### config.mk
export PLATFORM = sky130hd
export DESIGN_NAME = beam_mac_sched_flat
export DESIGN_NICKNAME = d
export VERILOG_FILES = /design/src/rtl/beam_mac_sched_if.sv /design/src/rtl/beam_mac_sched.sv /design/src/flat_wrapper.sv
export SDC_FILE = /design/constraint.sdc
export NUM_CORES = 1
export LEC_CHECK = 0
export ABC_CLOCK_PERIOD_IN_PS = 1900
export BUFFER_PORTS_ARGS = -buffer_cell sky130_fd_sc_hd__buf_2
export CAP_MARGIN = 10
export CORE_MARGIN = 5
export CORE_UTILIZATION = 40
export CTS_BUF_LIST = sky130_fd_sc_hd__clkbuf_8
export CTS_CLUSTER_DIAMETER = 150
export DETAILED_ROUTE_END_ITERATION = 6
export GPL_TIMING_DRIVEN = 1
export PLACE_DENSITY = 0.63
export SYNTH_ARGS = -nofsm -noshare
export SYNTH_HDL_FRONTEND = slang
export SYNTH_SLANG_ARGS = --single-unit
### constraint.sdc
create_clock -name i_clk -period 1.9 [get_ports i_clk]
set_input_delay 0 -clock i_clk [delete_from_list [all_inputs] [get_ports i_clk]]
set_output_delay 0 -clock i_clk [all_outputs]
set_load 0.05 [all_outputs]
### src/rtl/beam_mac_sched_if.sv
// Bus bundle between the beam-MAC scheduler and its controller: symbol/data
// handshake in, MAC issue strobes, codeword bank selects and output strobes out.
interface beam_mac_sched_if #(
    parameter int RE_W = 9
);
    logic            i_sym_start;
    logic            i_data_vld;
    logic            i_cwd_commit;
    logic            o_busy;
    logic            o_mac_vld;
    logic [RE_W-1:0] o_re_idx;
    logic            o_cwd_bank;
    logic            o_cwd_wr_bank;
    logic            o_out_vld;
    logic            o_out_sop;
    logic            o_out_eop;
    logic [RE_W-1:0] o_out_re_idx;
    logic [3:0]      o_sym_idx;
    logic            o_done;
    logic            o_err_overrun;

    modport master (
        output i_sym_start, i_data_vld, i_cwd_commit,
        input  o_busy, o_mac_vld, o_re_idx, o_cwd_bank, o_cwd_wr_bank,
               o_out_vld, o_out_sop, o_out_eop, o_out_re_idx,
               o_sym_idx, o_done, o_err_overrun
    );

    modport slave (
        input  i_sym_start, i_data_vld, i_cwd_commit,
        output o_busy, o_mac_vld, o_re_idx, o_cwd_bank, o_cwd_wr_bank,
               o_out_vld, o_out_sop, o_out_eop, o_out_re_idx,
               o_sym_idx, o_done, o_err_overrun
    );
endinterface

### src/rtl/beam_mac_sched.sv
// Per-symbol beam-MAC scheduler: walks the RE index through the antenna buffer,
// tracks MAC latency for output capture, and double-buffers the codeword bank.
module beam_mac_sched #(
    parameter int NUM_RE  = 480,
    parameter int NUM_SYM = 14,
    parameter int MAC_LAT = 4
) (
    input logic             i_clk,
    input logic             i_rst_n,
    beam_mac_sched_if.slave bus
);
    localparam int RE_W = $clog2(NUM_RE);
    localparam logic [RE_W-1:0] LAST_RE  = RE_W'(NUM_RE - 1);
    localparam logic [3:0]      LAST_SYM = 4'(NUM_SYM - 1);

    typedef enum logic [1:0] {IDLE, RUN, DRAIN} state_t;

    state_t            state_q, state_d;
    logic [RE_W-1:0]   count_q, count_d;
    logic [RE_W-1:0]   re_idx_q, re_idx_d;
    logic              mac_vld_q, mac_vld_d;
    logic              pending_q, pending_d;
    logic              bank_q, bank_d;
    logic              overrun_q, overrun_d;
    logic [3:0]        sym_q, sym_d;
    logic [MAC_LAT-1:0] vld_pipe_q, vld_pipe_d;
    logic [MAC_LAT-1:0] sop_pipe_q, sop_pipe_d;
    logic [MAC_LAT-1:0] eop_pipe_q, eop_pipe_d;
    logic [RE_W-1:0]   idx_pipe_q [MAC_LAT];
    logic [RE_W-1:0]   idx_pipe_d [MAC_LAT];
    logic              start_ok;
    logic              out_eop;

    assign out_eop = eop_pipe_q[MAC_LAT-1];

    always_comb begin
        state_d   = state_q;
        count_d   = count_q;
        re_idx_d  = re_idx_q;
        mac_vld_d = 1'b0;
        pending_d = pending_q | bus.i_cwd_commit;
        bank_d    = bank_q;
        overrun_d = 1'b0;
        sym_d     = sym_q;
        start_ok  = 1'b0;

        case (state_q)
            IDLE: begin
                if (bus.i_sym_start) begin
                    state_d  = RUN;
                    count_d  = '0;
                    start_ok = 1'b1;
                end
            end
            RUN: begin
                overrun_d = bus.i_sym_start;
                if (bus.i_data_vld) begin
                    mac_vld_d = 1'b1;
                    re_idx_d  = count_q;
                    count_d   = count_q + 1'b1;
                    if (count_q == LAST_RE) state_d = DRAIN;
                end
            end
            DRAIN: begin
                overrun_d = bus.i_sym_start;
                if (out_eop) begin
                    state_d = IDLE;
                    sym_d   = (sym_q == LAST_SYM) ? 4'd0 : sym_q + 4'd1;
                end
            end
            default: state_d = IDLE;
        endcase

        // A swap only lands on an accepted start, so a symbol never mixes banks.
        if (start_ok && pending_d) begin
            bank_d    = ~bank_q;
            pending_d = 1'b0;
        end
    end

    always_comb begin
        vld_pipe_d    = vld_pipe_q;
        sop_pipe_d    = sop_pipe_q;
        eop_pipe_d    = eop_pipe_q;
        idx_pipe_d    = idx_pipe_q;
        vld_pipe_d[0] = mac_vld_q;
        sop_pipe_d[0] = mac_vld_q & (re_idx_q == '0);
        eop_pipe_d[0] = mac_vld_q & (re_idx_q == LAST_RE);
        idx_pipe_d[0] = re_idx_q;
        for (int i = 1; i < MAC_LAT; i++) begin
            vld_pipe_d[i] = vld_pipe_q[i-1];
            sop_pipe_d[i] = sop_pipe_q[i-1];
            eop_pipe_d[i] = eop_pipe_q[i-1];
            idx_pipe_d[i] = idx_pipe_q[i-1];
        end
    end

    always_ff @(posedge i_clk or negedge i_rst_n) begin
        if (!i_rst_n) begin
            state_q    <= IDLE;
            count_q    <= '0;
            re_idx_q   <= '0;
            mac_vld_q  <= 1'b0;
            pending_q  <= 1'b0;
            bank_q     <= 1'b0;
            overrun_q  <= 1'b0;
            sym_q      <= '0;
            vld_pipe_q <= '0;
            sop_pipe_q <= '0;
            eop_pipe_q <= '0;
            for (int i = 0; i < MAC_LAT; i++) idx_pipe_q[i] <= '0;
        end else begin
            state_q    <= state_d;
            count_q    <= count_d;
            re_idx_q   <= re_idx_d;
            mac_vld_q  <= mac_vld_d;
            pending_q  <= pending_d;
            bank_q     <= bank_d;
            overrun_q  <= overrun_d;
            sym_q      <= sym_d;
            vld_pipe_q <= vld_pipe_d;
            sop_pipe_q <= sop_pipe_d;
            eop_pipe_q <= eop_pipe_d;
            idx_pipe_q <= idx_pipe_d;
        end
    end

    assign bus.o_busy        = (state_q != IDLE);
    assign bus.o_mac_vld     = mac_vld_q;
    assign bus.o_re_idx      = re_idx_q;
    assign bus.o_cwd_bank    = bank_q;
    assign bus.o_cwd_wr_bank = ~bank_q;
    assign bus.o_out_vld     = vld_pipe_q[MAC_LAT-1];
    assign bus.o_out_sop     = sop_pipe_q[MAC_LAT-1];
    assign bus.o_out_eop     = out_eop;
    assign bus.o_out_re_idx  = idx_pipe_q[MAC_LAT-1];
    assign bus.o_sym_idx     = sym_q;
    assign bus.o_done        = vld_pipe_q[MAC_LAT-1] & out_eop;
    assign bus.o_err_overrun = overrun_q;
endmodule

### src/flat_wrapper.sv
// flat-port wrapper written by rule: the top's interface ports become plain ports
module beam_mac_sched_flat 
#(
    parameter int NUM_RE  = 480,
    parameter int NUM_SYM = 14,
    parameter int MAC_LAT = 4
)
  (i_clk, i_rst_n, bus_i_sym_start, bus_i_data_vld, bus_i_cwd_commit, bus_o_busy, bus_o_mac_vld, bus_o_re_idx, bus_o_cwd_bank, bus_o_cwd_wr_bank, bus_o_out_vld, bus_o_out_sop, bus_o_out_eop, bus_o_out_re_idx, bus_o_sym_idx, bus_o_done, bus_o_err_overrun);
  beam_mac_sched_if bus_i ();
  input logic i_clk;
  input logic i_rst_n;
  input wire logic [$bits(bus_i.i_sym_start)-1:0] bus_i_sym_start;
  input wire logic [$bits(bus_i.i_data_vld)-1:0] bus_i_data_vld;
  input wire logic [$bits(bus_i.i_cwd_commit)-1:0] bus_i_cwd_commit;
  output wire logic [$bits(bus_i.o_busy)-1:0] bus_o_busy;
  output wire logic [$bits(bus_i.o_mac_vld)-1:0] bus_o_mac_vld;
  output wire logic [$bits(bus_i.o_re_idx)-1:0] bus_o_re_idx;
  output wire logic [$bits(bus_i.o_cwd_bank)-1:0] bus_o_cwd_bank;
  output wire logic [$bits(bus_i.o_cwd_wr_bank)-1:0] bus_o_cwd_wr_bank;
  output wire logic [$bits(bus_i.o_out_vld)-1:0] bus_o_out_vld;
  output wire logic [$bits(bus_i.o_out_sop)-1:0] bus_o_out_sop;
  output wire logic [$bits(bus_i.o_out_eop)-1:0] bus_o_out_eop;
  output wire logic [$bits(bus_i.o_out_re_idx)-1:0] bus_o_out_re_idx;
  output wire logic [$bits(bus_i.o_sym_idx)-1:0] bus_o_sym_idx;
  output wire logic [$bits(bus_i.o_done)-1:0] bus_o_done;
  output wire logic [$bits(bus_i.o_err_overrun)-1:0] bus_o_err_overrun;
  assign bus_i.i_sym_start = bus_i_sym_start;
  assign bus_i.i_data_vld = bus_i_data_vld;
  assign bus_i.i_cwd_commit = bus_i_cwd_commit;
  assign bus_o_busy = bus_i.o_busy;
  assign bus_o_mac_vld = bus_i.o_mac_vld;
  assign bus_o_re_idx = bus_i.o_re_idx;
  assign bus_o_cwd_bank = bus_i.o_cwd_bank;
  assign bus_o_cwd_wr_bank = bus_i.o_cwd_wr_bank;
  assign bus_o_out_vld = bus_i.o_out_vld;
  assign bus_o_out_sop = bus_i.o_out_sop;
  assign bus_o_out_eop = bus_i.o_out_eop;
  assign bus_o_out_re_idx = bus_i.o_out_re_idx;
  assign bus_o_sym_idx = bus_i.o_sym_idx;
  assign bus_o_done = bus_i.o_done;
  assign bus_o_err_overrun = bus_i.o_err_overrun;
  beam_mac_sched #(.NUM_RE(NUM_RE), .NUM_SYM(NUM_SYM), .MAC_LAT(MAC_LAT)) u_core (.i_clk(i_clk), .i_rst_n(i_rst_n), .bus(bus_i));
endmodule
==> run metrics <==
status finished clean; VDD IR max 0.553 mV; Slowest-stage cell, CP or4_4; all-layer global routing usage 11.4%; number of I/O pins 36; Seq cells post-synth 76; Final Max Tran Viols 0; Yosys top cell area share between 70 and 80%; Setup WS pre-CTS 0.0284 ns; row count 29; PortBufs 35; R2R cell count 5; multi-input logic area around 630 µm²; antenna violations before repair 0; fin util 49.8%; Gate Count Post-Synth 182; Starting Density 41.3%; Worst Hold End u_core.count_q[1]; Synth Area per Inst ~14 µm²; critical path capture point type flop; Fillers 563; PnR worst setup slack 0.0951 ns; Netlist Area Pre-Place roughly 2600 µm²; pin count of the biggest net entering global routing 42; drt pass-1 iters 4; vias per cell 4.75; DIE AREA between 8000 and 9000 µm²; max-cap viol count 0; Least-Margin Pin Slew 0.519 ns; vias in the first global route between 1500 and 2000; final hold vios 0; Power Density 954 nW/µm²; worst skew pair latency 0.34 ns; Worst R2R End u_core.state_q[0]; Non-Filler Instances around 300; root buffer cell clkbuf_8; core area 6350 µm²; R2R Path Start u_core.count_q[0]; Critical Path RT 2.13 ns; R2R Setup Slk approximately 0.095 ns; Tcrit/Tclk final 95.0%; Total Nets Final 237; Hold WC Path Type in -> reg; WHS between 0.08 and 0.09 ns; cell taking the most area after synthesis dfrtp_1; CTS tree yes; share of cells above drive strength 1 32.3%; Final setup viols 0; Worst-path clk slew 0.08 ns; CTS buffer count 9; drt total wl 4150 µm; register area share after synthesis between 70% and 80%; CP Cell Sequence ha_1 > nand4_1 > or4_4 > a21oi_2 > mux2_2; GPL Wtd Cong 0.831; Layout area overhead 20.4%; commonest cells after routing, fill and taps aside 76 x dfrtp_1, 34 x buf_2, 11 x inv_1; Clock Skew 0.00760 ns; first-pass GRT wire length 7400 µm; Slew HR 65.3%; vias after detailed routing 1467; DP Wirelength 2880 µm; initial drt markers 47; Final ANT Viol Nets 0; total gr overflow 0; clk sinks 76; WL per Instance 13.4 µm; fmax 554 MHz; Hold Startpoint bus_i_data_vld; Die X 91.0 µm; drt drc 0; DP Cell Count 288; clock buffer depth 2; H-tree levels 3; critical path type reg -> reg; type of origin of the critical path flop; Worst EP arrival 2.03 ns; leading post-synthesis cells by cell area dfrtp_1 72%, mux2_2 3.9%, xnor2_1 2.7%, buf_4 2.6%, ha_1 2.4%; Storage cell area around 1900 µm²; hold path cells 3; Yosys cell types 31; CP max stage delay 0.51 ns; Pleak 1.64 nW; commonest non-fill, non-tap cell in the layout dfrtp_1; Die H 91.0 µm; setup_tns 0 ns; Syn Nets 192; worst-path fanout max 4; antenna fix cells 0; clock period minus worst slack 1.80 ns; Ys Warns 0
==> through the flow <==
stage                     instance area (µm²)  total power [mW]
final                                    3160              3.02
after global routing                     3160              3.15
after CTS                                3130              3.06
after detailed placement                 2870              1.70
after global placement                   2870              1.70
after floorplan                          2630              1.66
==> repair_timing <==
action                     4_1_cts  5_1_grt
hold buffers                     3        0
buffers inserted                 0        2
gates resized for setup          0        4
hold endpoints to repair        42        0
setup endpoints to repair        0        6
==> power breakdown <==
part / switching, mW / internal [mW]
sequential: 0.000243 / 1.62
clock: 0.571 / 0.775
combinational: 0.0395 / 0.0128
==> cell usage after synthesis (all sizes together) <==
| master | count |
|---|---|
| mux2i | 1 |
| mux2 | 9 |
| nor4 | 5 |
| or2 | 1 |
| a22o | 1 |
| inv | 10 |
| o221ai | 1 |
| a31o | 1 |
| nand3 | 3 |
| a21oi | 4 |
| and2 | 2 |
| nor3b | 1 |
| nor2b | 1 |
| o21ai | 7 |
| nor3 | 1 |
| xnor2 | 8 |
| ha | 5 |
| a31oi | 3 |
| and3 | 1 |
| and2b | 1 |
| nand2 | 10 |
| clkbuf | 2 |
| o21a | 1 |
| nand4 | 5 |
| nor4b | 1 |
| dfrtp | 76 |
| or4 | 3 |
| buf | 9 |
| nand2b | 1 |
| nor2 | 8 |
==> cell families after synthesis <==
group	after synthesis	synth area share (%)
and+or+nand+nor	44	9.72
adders and majority gates	5	2.38
DFF	76	72.4
AOI/OAI and AO/OA	18	4.10
muxes	10	4.39
buffers and inverters	21	4.29
xor gates and xnor gates	8	2.67
==> cell type report <==
class / instances / area share, %
multi-input cells: 85 / 19.8
inverters: 10 / 1.19
clock buffers: 10 / 4.35
repair buffers: 45 / 8.63
well taps: 77 / 3.05
flip-flops and latches: 76 / 60.2
clock inverters: 6 / 2.77
==> sequential cells by signal (all words and copies together), names as in the netlist, 2 cells and up <==
name and count:
u_core.idx_pipe_d 27, u_core.eop_pipe_q 4, u_core.sop_pipe_q 4, u_core.state_q 2, u_core.bus.o_re_idx 9, u_core.vld_pipe_q 4, u_core.bus.o_sym_idx 4, u_core.bus.o_out_re_idx 9
u_core.count_q 9
==> critical path: cells and delay by family, from the launching register on <==
family	cells	cell delay [ns]
AND/OR/NAND/NOR	2	0.61
flip-flops	1	0.40
multiplexers	1	0.34
adder cells (fa/ha/maj)	1	0.19
AO/OA/AOI/OAI	1	0.16
==> routing by layer <==
layer,up-vias,routed length [µm],GRT usage [%]
met4,0,85,6.23
li1,697,-,-
met1,720,1850,14.2
met3,11,215,3.72
met2,39,2000,17.7
met5,-,0,0
==> how the worst max path moves through the flow <==
| stage | from | end | slack [ns] | cells after the start |
|---|---|---|---|---|
| after CTS | u_core.count_q[1] | u_core.state_q[0] | 0.02 | 5 |
| after floorplan | u_core.state_q[1] | u_core.count_q[8] | 0.18 | 7 |
| after global routing | u_core.count_q[0] | u_core.state_q[0] | -0.001 | 5 |
| after global placement | u_core.count_q[1] | u_core.state_q[0] | 0.12 | 5 |
| final | u_core.count_q[0] | u_core.state_q[0] | 0.1 | 5 |
| after detailed placement | u_core.count_q[1] | u_core.state_q[0] | 0.03 | 5 |
(Power assumes the default switching activity.)
